`src/rtl/regfile_wb_arbiter_pkg.sv`:
```
// rtl/regfile_wb_arbiter_pkg.sv - shared widths and writeback request record for regfile_wb_arbiter
package regfile_wb_arbiter_pkg;

  localparam int REG_ADDR_W = 5;
  localparam int REG_DATA_W = 32;
  localparam int NUM_REGS   = 32;

  typedef struct packed {
    logic                  valid;
    logic [REG_ADDR_W-1:0] rd;
    logic [REG_DATA_W-1:0] data;
  } wb_req_t;

endpackage

```
`src/rtl/rr_arbiter.sv`:
```
// rtl/rr_arbiter.sv - one-hot grant arbiter; round-robin when RR_ARB_EN is defined, else fixed priority
module rr_arbiter
  import regfile_wb_arbiter_pkg::*;
#(
  parameter int NUM_REQ = 3
) (
`ifdef RR_ARB_EN
  input  logic               iClk,
  input  logic               iRstN,
`endif
  input  logic [NUM_REQ-1:0] iReq,
  output logic [NUM_REQ-1:0] oGrant
);

  logic found;

`ifdef RR_ARB_EN
  localparam int PTR_W = $clog2(NUM_REQ);

  logic [PTR_W-1:0] ptr;
  logic [PTR_W-1:0] grantIdx;

  // Search from ptr upward first, then wrap to the low indices below ptr.
  always_comb begin
    oGrant   = '0;
    grantIdx = '0;
    found    = 1'b0;
    for (int i = 0; i < NUM_REQ; i++) begin
      if (!found && iReq[i] && (PTR_W'(i) >= ptr)) begin
        found     = 1'b1;
        grantIdx  = PTR_W'(i);
        oGrant[i] = 1'b1;
      end
    end
    for (int i = 0; i < NUM_REQ; i++) begin
      if (!found && iReq[i]) begin
        found     = 1'b1;
        grantIdx  = PTR_W'(i);
        oGrant[i] = 1'b1;
      end
    end
  end

  // Pointer moves just past the winner; it holds when nobody is granted.
  always_ff @(posedge iClk or negedge iRstN) begin
    if (!iRstN) begin
      ptr <= '0;
    end else if (found) begin
      ptr <= (grantIdx == PTR_W'(NUM_REQ - 1)) ? '0 : grantIdx + PTR_W'(1);
    end
  end
`else
  // Lowest asserted index wins.
  always_comb begin
    oGrant = '0;
    found  = 1'b0;
    for (int i = 0; i < NUM_REQ; i++) begin
      if (!found && iReq[i]) begin
        found     = 1'b1;
        oGrant[i] = 1'b1;
      end
    end
  end
`endif

endmodule

```
`src/rtl/regfile_wb_arbiter.sv`:
```
// rtl/regfile_wb_arbiter.sv - writeback port arbiter with busy scoreboard; RR_ARB_EN selects round-robin
module regfile_wb_arbiter
  import regfile_wb_arbiter_pkg::*;
#(
  parameter int NUM_REQ = 3
) (
  input  logic                           iClk,
  input  logic                           iRstN,
  input  logic [NUM_REQ-1:0]             iReqValid,
  input  logic [NUM_REQ*REG_ADDR_W-1:0]  iReqRd,
  input  logic [NUM_REQ*REG_DATA_W-1:0]  iReqData,
  output logic [NUM_REQ-1:0]             oReqReady,
  input  logic                           iIssueValid,
  input  logic [REG_ADDR_W-1:0]          iIssueRd,
  input  logic                           iFlush,
  output logic                           oWriteEn,
  output logic [REG_ADDR_W-1:0]          oRdAddr,
  output logic [REG_DATA_W-1:0]          oWriteData,
  output logic [NUM_REGS-1:0]            oBusy
);

  wb_req_t             req [NUM_REQ];
  wb_req_t             sel;
  logic [NUM_REQ-1:0]  grant;
  logic                xfer;
  logic [NUM_REGS-1:0] busyNext;

  rr_arbiter #(
    .NUM_REQ(NUM_REQ)
  ) uArb (
`ifdef RR_ARB_EN
    .iClk  (iClk),
    .iRstN (iRstN),
`endif
    .iReq  (iReqValid),
    .oGrant(grant)
  );

  assign oReqReady = grant;

  // Unpack the flat requester buses into per-requester records.
  always_comb begin
    for (int i = 0; i < NUM_REQ; i++) begin
      req[i].valid = iReqValid[i];
      req[i].rd    = iReqRd[i*REG_ADDR_W +: REG_ADDR_W];
      req[i].data  = iReqData[i*REG_DATA_W +: REG_DATA_W];
    end
  end

  // Grant is one-hot, so OR-ing the masked records yields the winner.
  always_comb begin
    sel = '0;
    for (int i = 0; i < NUM_REQ; i++) begin
      if (grant[i]) begin
        sel = sel | req[i];
      end
    end
  end

  assign xfer = sel.valid;

  // Scoreboard next state: clear on retire, then set on issue so a new producer wins; flush wipes all.
  always_comb begin
    busyNext = oBusy;
    if (xfer) begin
      busyNext[sel.rd] = 1'b0;
    end
    if (iIssueValid && (iIssueRd != '0)) begin
      busyNext[iIssueRd] = 1'b1;
    end
    busyNext[0] = 1'b0;
    if (iFlush) begin
      busyNext = '0;
    end
  end

  // Scoreboard register.
  always_ff @(posedge iClk or negedge iRstN) begin
    if (!iRstN) begin
      oBusy <= '0;
    end else begin
      oBusy <= busyNext;
    end
  end

  // Output stage toward the register file; x0 writes and flushed writes never assert the enable.
  always_ff @(posedge iClk or negedge iRstN) begin
    if (!iRstN) begin
      oWriteEn   <= 1'b0;
      oRdAddr    <= '0;
      oWriteData <= '0;
    end else if (iFlush) begin
      oWriteEn <= 1'b0;
    end else if (xfer) begin
      oWriteEn   <= (sel.rd != '0);
      oRdAddr    <= sel.rd;
      oWriteData <= sel.data;
    end else begin
      oWriteEn <= 1'b0;
    end
  end

endmodule

```
`config.mk`:
```
export PLATFORM = sky130hd
export DESIGN_NAME = regfile_wb_arbiter
export DESIGN_NICKNAME = d
export VERILOG_FILES = /design/src/rtl/regfile_wb_arbiter_pkg.sv /design/src/rtl/rr_arbiter.sv /design/src/rtl/regfile_wb_arbiter.sv
export SDC_FILE = /design/constraint.sdc
export NUM_CORES = 1
export LEC_CHECK = 0
export CAP_MARGIN = 5
export CELL_PAD_IN_SITES_DETAIL_PLACEMENT = 1
export CELL_PAD_IN_SITES_GLOBAL_PLACEMENT = 2
export CORE_AREA = 4 4 133 135
export CTS_BUF_LIST = sky130_fd_sc_hd__clkbuf_4 sky130_fd_sc_hd__clkbuf_8
export DETAILED_ROUTE_END_ITERATION = 8
export DIE_AREA = 0 0 137 139
export HOLD_SLACK_MARGIN = 0.15
export PLACE_DENSITY_LB_ADDON = 0.1
export SYNTH_ARGS = -nofsm -noshare
export SYNTH_HDL_FRONTEND = slang
export SYNTH_SLANG_ARGS = --single-unit
export TNS_END_PERCENT = 10
```
`constraint.sdc`:
```
create_clock -name iClk -period 1.96 [get_ports iClk]
set_input_delay 0.392 -clock iClk [delete_from_list [all_inputs] [get_ports iClk]]
set_output_delay 0.392 -clock iClk [all_outputs]
set_load 0.02 [all_outputs]
```
==> results.rst <==
.. list-table::
   :header-rows: 1

   * - Metric
     - Value
   * - Clock tree root buffer cell
     - sky130_fd_sc_hd__clkbuf_8
   * - Layout cells sized above 1
     - 16.7%
   * - Destination of the worst hold path
     - oWriteData[23]
   * - WL per Instance
     - 19.0 µm
   * - Cells taking the most area after synthesis
     - sky130_fd_sc_hd__dfrtp_1 41%, sky130_fd_sc_hd__nor2_1 5.3%, sky130_fd_sc_hd__a221oi_1 4.7%
   * - Maximum buffer depth of the clock tree
     - 2
   * - WL met3
     - 1.16 mm
   * - Type of element launching the critical path
     - input port
   * - Net switching share of the total power
     - 30.2%
   * - Uppermost metal layer occupied by signal nets
     - met5
   * - # nets final
     - 769
   * - CORE AREA
     - 16500 µm²
   * - Total length of routed wires
     - 16.6 mm
   * - Total length of routed met2 wires
     - 8.29 mm
   * - Die width
     - 137 µm
   * - Synthesis warning total
     - 0
   * - Count of mapped cells out of synthesis
     - 448
   * - Sequential area share after synthesis
     - 40.6%
   * - Ys flop type
     - sky130_fd_sc_hd__dfrtp_1
   * - Start point of the critical path
     - iReqValid[2]
   * - Highest achievable clock rate
     - 529 MHz
   * - Worst slack at placement
     - -0.490 ns
   * - Met1 wire length
     - 6.89 mm
   * - Initial core utilization
     - 25.8%
   * - Clock transition at the registers of the reported paths
     - 0.08 ns
   * - I/O pin total
     - 196
   * - Average instance area after synthesis
     - 9.50 µm²
   * - Kind of critical path
     - input port to flip-flop
   * - Final count of pins violating max slew
     - 0
   * - Growth of design area from synthesis to finish
     - 59.3%
   * - Total die area
     - 19000 µm²
   * - Iteration-0 DRC count of the detailed router
     - 119
   * - Power density over the cells
     - 632 nW/µm²
   * - Slew at the pin closest to its max-slew limit
     - 0.603 ns
   * - Number of cell rows
     - 47
   * - Die Height
     - 139 µm
   * - Mapped Nets
     - 571
   * - Part of the power in the clock network
     - 32.4%
   * - Tcrit/Tclk final
     - 96.4%
   * - Data arrival time of the critical path
     - 2.11 ns
   * - Total setup violations reported at the end of the flow
     - 0
   * - Wire length of the first global-routing pass
     - 26.6 mm
   * - Worst min path class
     - flip-flop to flip-flop
   * - Port bufs
     - 194
   * - Yosys top cell area share
     - 40.6%
   * - Final Hold Vio Count
     - 0
   * - Share of power burned in combinational logic
     - 30.5%
   * - Synthesized area
     - 4250 µm²
   * - Internal Pwr Total
     - 0.00299 W
   * - Via count of the first global-routing pass
     - 4682
   * - Depth of the worst register-to-register path
     - 2
   * - Setup repair after global routing missed its margin
     - no
   * - Sink Count
     - 69
   * - CP Max Fanout
     - 9
   * - Detailed placer's ending HPWL
     - 12.6 mm
   * - Number of buffers inserted during clock tree synthesis
     - 9
   * - Flop-to-flop setup slack
     - 1.19 ns
   * - Final cell count without fillers
     - 872
   * - Period minus WS final
     - 1.89 ns
   * - Maximum resistive drop on vdd
     - 252 µV
   * - # H-tree levels
     - 3
   * - Worst max-slew margin expressed relative to the limit
     - 59.7%
   * - Clock latency on the worst-skew pair
     - 0.35 ns
   * - Detail Route Antenna Nets
     - 0
   * - Cell taking the most area after synthesis
     - sky130_fd_sc_hd__dfrtp_1
   * - Via total after detailed routing
     - 4238
   * - Crit path setup slack, layout
     - 0.0709 ns
   * - Setup Skew
     - 0 ns
   * - Pin count of the biggest net entering global routing
     - 70
   * - Static leakage
     - 2.60 nW
   * - Most numerous cell in the Yosys netlist
     - sky130_fd_sc_hd__dfrtp_1
   * - Startpoint of the worst register-to-register path
     - oBusy[4]
   * - Max-capacitance violation count
     - 0
   * - Capture point of the worst reg-to-reg path
     - oBusy[4]
   * - Run status
     - finished, final reports clean
   * - Number of antenna violations at the first check in global routing
     - 2
   * - Hold wc startpoint
     - oWriteData[23]
   * - Most used standard cells in the synthesized netlist
     - 69 x sky130_fd_sc_hd__dfrtp_1, 60 x sky130_fd_sc_hd__nor2_1, 48 x sky130_fd_sc_hd__nand2_1
   * - Hold Crit Depth
     - 2
   * - First-pass iteration count of the detailed router
     - 5
   * - Final global-route overflow total
     - 0
   * - Post-CTS repair timing setup buffer count
     - 0
   * - Async set or reset register ratio after synthesis
     - 100%
   * - Number of placed instances with taps included
     - 854
   * - Switching component of the power
     - 0.00129 W
   * - Post-synthesis sequential element count
     - 69
   * - Critical path required time
     - 2.18 ns
   * - TritonCTS clock tree
     - built
   * - Cell variety after synth
     - 49
   * - Part of the total power dissipated in sequential elements
     - 37.1%
   * - Number of flops mapped to enable cells by yosys
     - 0
   * - Overall fraction of global-route tracks in use
     - 17.9%
   * - Final RePlAce weighted congestion
     - 0.769
   * - DRC viols
     - 0
   * - Via density
     - 4.86
   * - Critical path endpoint category
     - flip-flop
[how the worst max path moves through the flow]
stage / end / slack (ns) / depth (start not counted)
after floorplan: oReqReady[2] / 0.04 / 5
after global placement: oWriteData[27] / -0.33 / 4
after detailed placement: oWriteData[12] / -0.49 / 4
after CTS: oReqReady[2] / 0.08 / 3
after global routing: oReqReady[2] / 0.005 / 3
final: oBusy[14] / 0.07 / 7
[power by group through the flow]
stage / clock [W] / sequential, W / combinational [W]
6_report: 0.00139 / 0.00159 / 0.00131
5_1_grt: 0.00148 / 0.00160 / 0.00142
4_1_cts: 0.00144 / 0.00159 / 0.00133
3_5_place_dp: 0 / 0.00162 / 0.00132
3_3_place_gp: 0 / 0.00161 / 0.00130
2_1_floorplan: 0 / 0.00175 / 0.000477
[worst max-delay path, stage by stage]
cell,delay [ns]
sky130_fd_sc_hd__clkdlybuf4s50_1,0.53
sky130_fd_sc_hd__buf_4,0.17
sky130_fd_sc_hd__buf_12,0.12
sky130_fd_sc_hd__nand3b_4,0.08
sky130_fd_sc_hd__a22o_2,0.32
sky130_fd_sc_hd__nor3_2,0.37
sky130_fd_sc_hd__a211oi_2,0.13
[cells by family (layout without fill, tap and decap cells)]
| logic type | count (synthesis) | count (layout) | synth area share, % |
|---|---|---|---|
| buf+inv | 44 | 247 | 6.59 |
| flops | 69 | 69 | 40.6 |
| compound gates | 124 | 124 | 24.5 |
| simple gates | 210 | 210 | 28.2 |
| other cells | 1 | 2 | 0.0882 |
[cells in the final DEF (no fill, tap or decap), types with 2 or more instances in the layout]
cell type	synthesis	routed
sky130_fd_sc_hd__clkdlybuf4s50_1	0	190
sky130_fd_sc_hd__dfrtp_1	69	69
sky130_fd_sc_hd__nor2_1	60	60
sky130_fd_sc_hd__nand2_1	48	48
sky130_fd_sc_hd__buf_4	4	27
sky130_fd_sc_hd__nor2b_1	25	25
sky130_fd_sc_hd__a221oi_1	23	23
sky130_fd_sc_hd__o31ai_1	23	22
sky130_fd_sc_hd__nor3_1	20	20
sky130_fd_sc_hd__a21oi_1	19	19
sky130_fd_sc_hd__a211oi_1	18	18
sky130_fd_sc_hd__nor3_2	15	15
sky130_fd_sc_hd__a211oi_2	13	13
sky130_fd_sc_hd__clkbuf_8	0	11
sky130_fd_sc_hd__nand3b_1	10	10
sky130_fd_sc_hd__o21ai_0	9	9
sky130_fd_sc_hd__buf_12	0	7
sky130_fd_sc_hd__o21ai_1	5	5
sky130_fd_sc_hd__nand3b_4	3	3
sky130_fd_sc_hd__a21oi_4	3	3
sky130_fd_sc_hd__inv_1	3	3
sky130_fd_sc_hd__nand2b_1	3	3
sky130_fd_sc_hd__nand4b_1	3	3
sky130_fd_sc_hd__nand4bb_1	3	3
sky130_fd_sc_hd__nor2_2	3	3
sky130_fd_sc_hd__a22o_4	2	2
sky130_fd_sc_hd__o31ai_4	2	2
sky130_fd_sc_hd__a22oi_2	2	2
sky130_fd_sc_hd__or2_2	1	2
sky130_fd_sc_hd__nor3b_2	2	2
sky130_fd_sc_hd__and3_1	2	2
sky130_fd_sc_hd__and3_4	2	2
sky130_fd_sc_hd__bufinv_16	0	2
sky130_fd_sc_hd__clkinv_2	0	2
sky130_fd_sc_hd__buf_2	11	2
[metal layers]
metal | vias up | track usage [%]
li1 | 2021 | -
met1 | 2066 | 22.7
met2 | 130 | 29.1
met3 | 19 | 5.30
met4 | 2 | 5.57
met5 | - | 0
[registers in the layout (all words and copies together), names as in the netlist]
| signal | flops |
|---|---|
| oRdAddr | 5 |
| oWriteEn | 1 |
| oWriteData | 32 |
| oBusy | 31 |
[area by class of cell]
type                       instances  area, µm²
inverter                           3       11.3
clock inverter                     4       70.1
sequential                        69       1730
antenna                            1       2.50
fill                            1888       9690
tap                              220        275
multi-input combinational        335       2260
timing repair buffer             228       2270
clock buffer                      12        159
[repair_timing]
item                                    in CTS  in global routing
endpoints found under the hold margin       69                  0
endpoints found under the setup margin       6                  2
gates resized for setup                      2                  2
hold buffers                                 1                  0
[per-stage QoR]
step / cell area, µm² / power, W / util (%) / hold slack, ns / TNS, ns
floorplan: 4250 / 0.00222 / - / 0.0964 / 0
global placement: 6530 / 0.00291 / 39.6 / 0.451 / -12.51
detailed placement: 6530 / 0.00294 / 39.6 / 0.450 / -15.88
CTS: 6770 / 0.00436 / 41.1 / 0.483 / 0
global route: 6780 / 0.00450 / 41.2 / 0.500 / 0
finish: 6780 / 0.00428 / 41.2 / 0.478 / 0
Power figures use the tool's default switching activity.
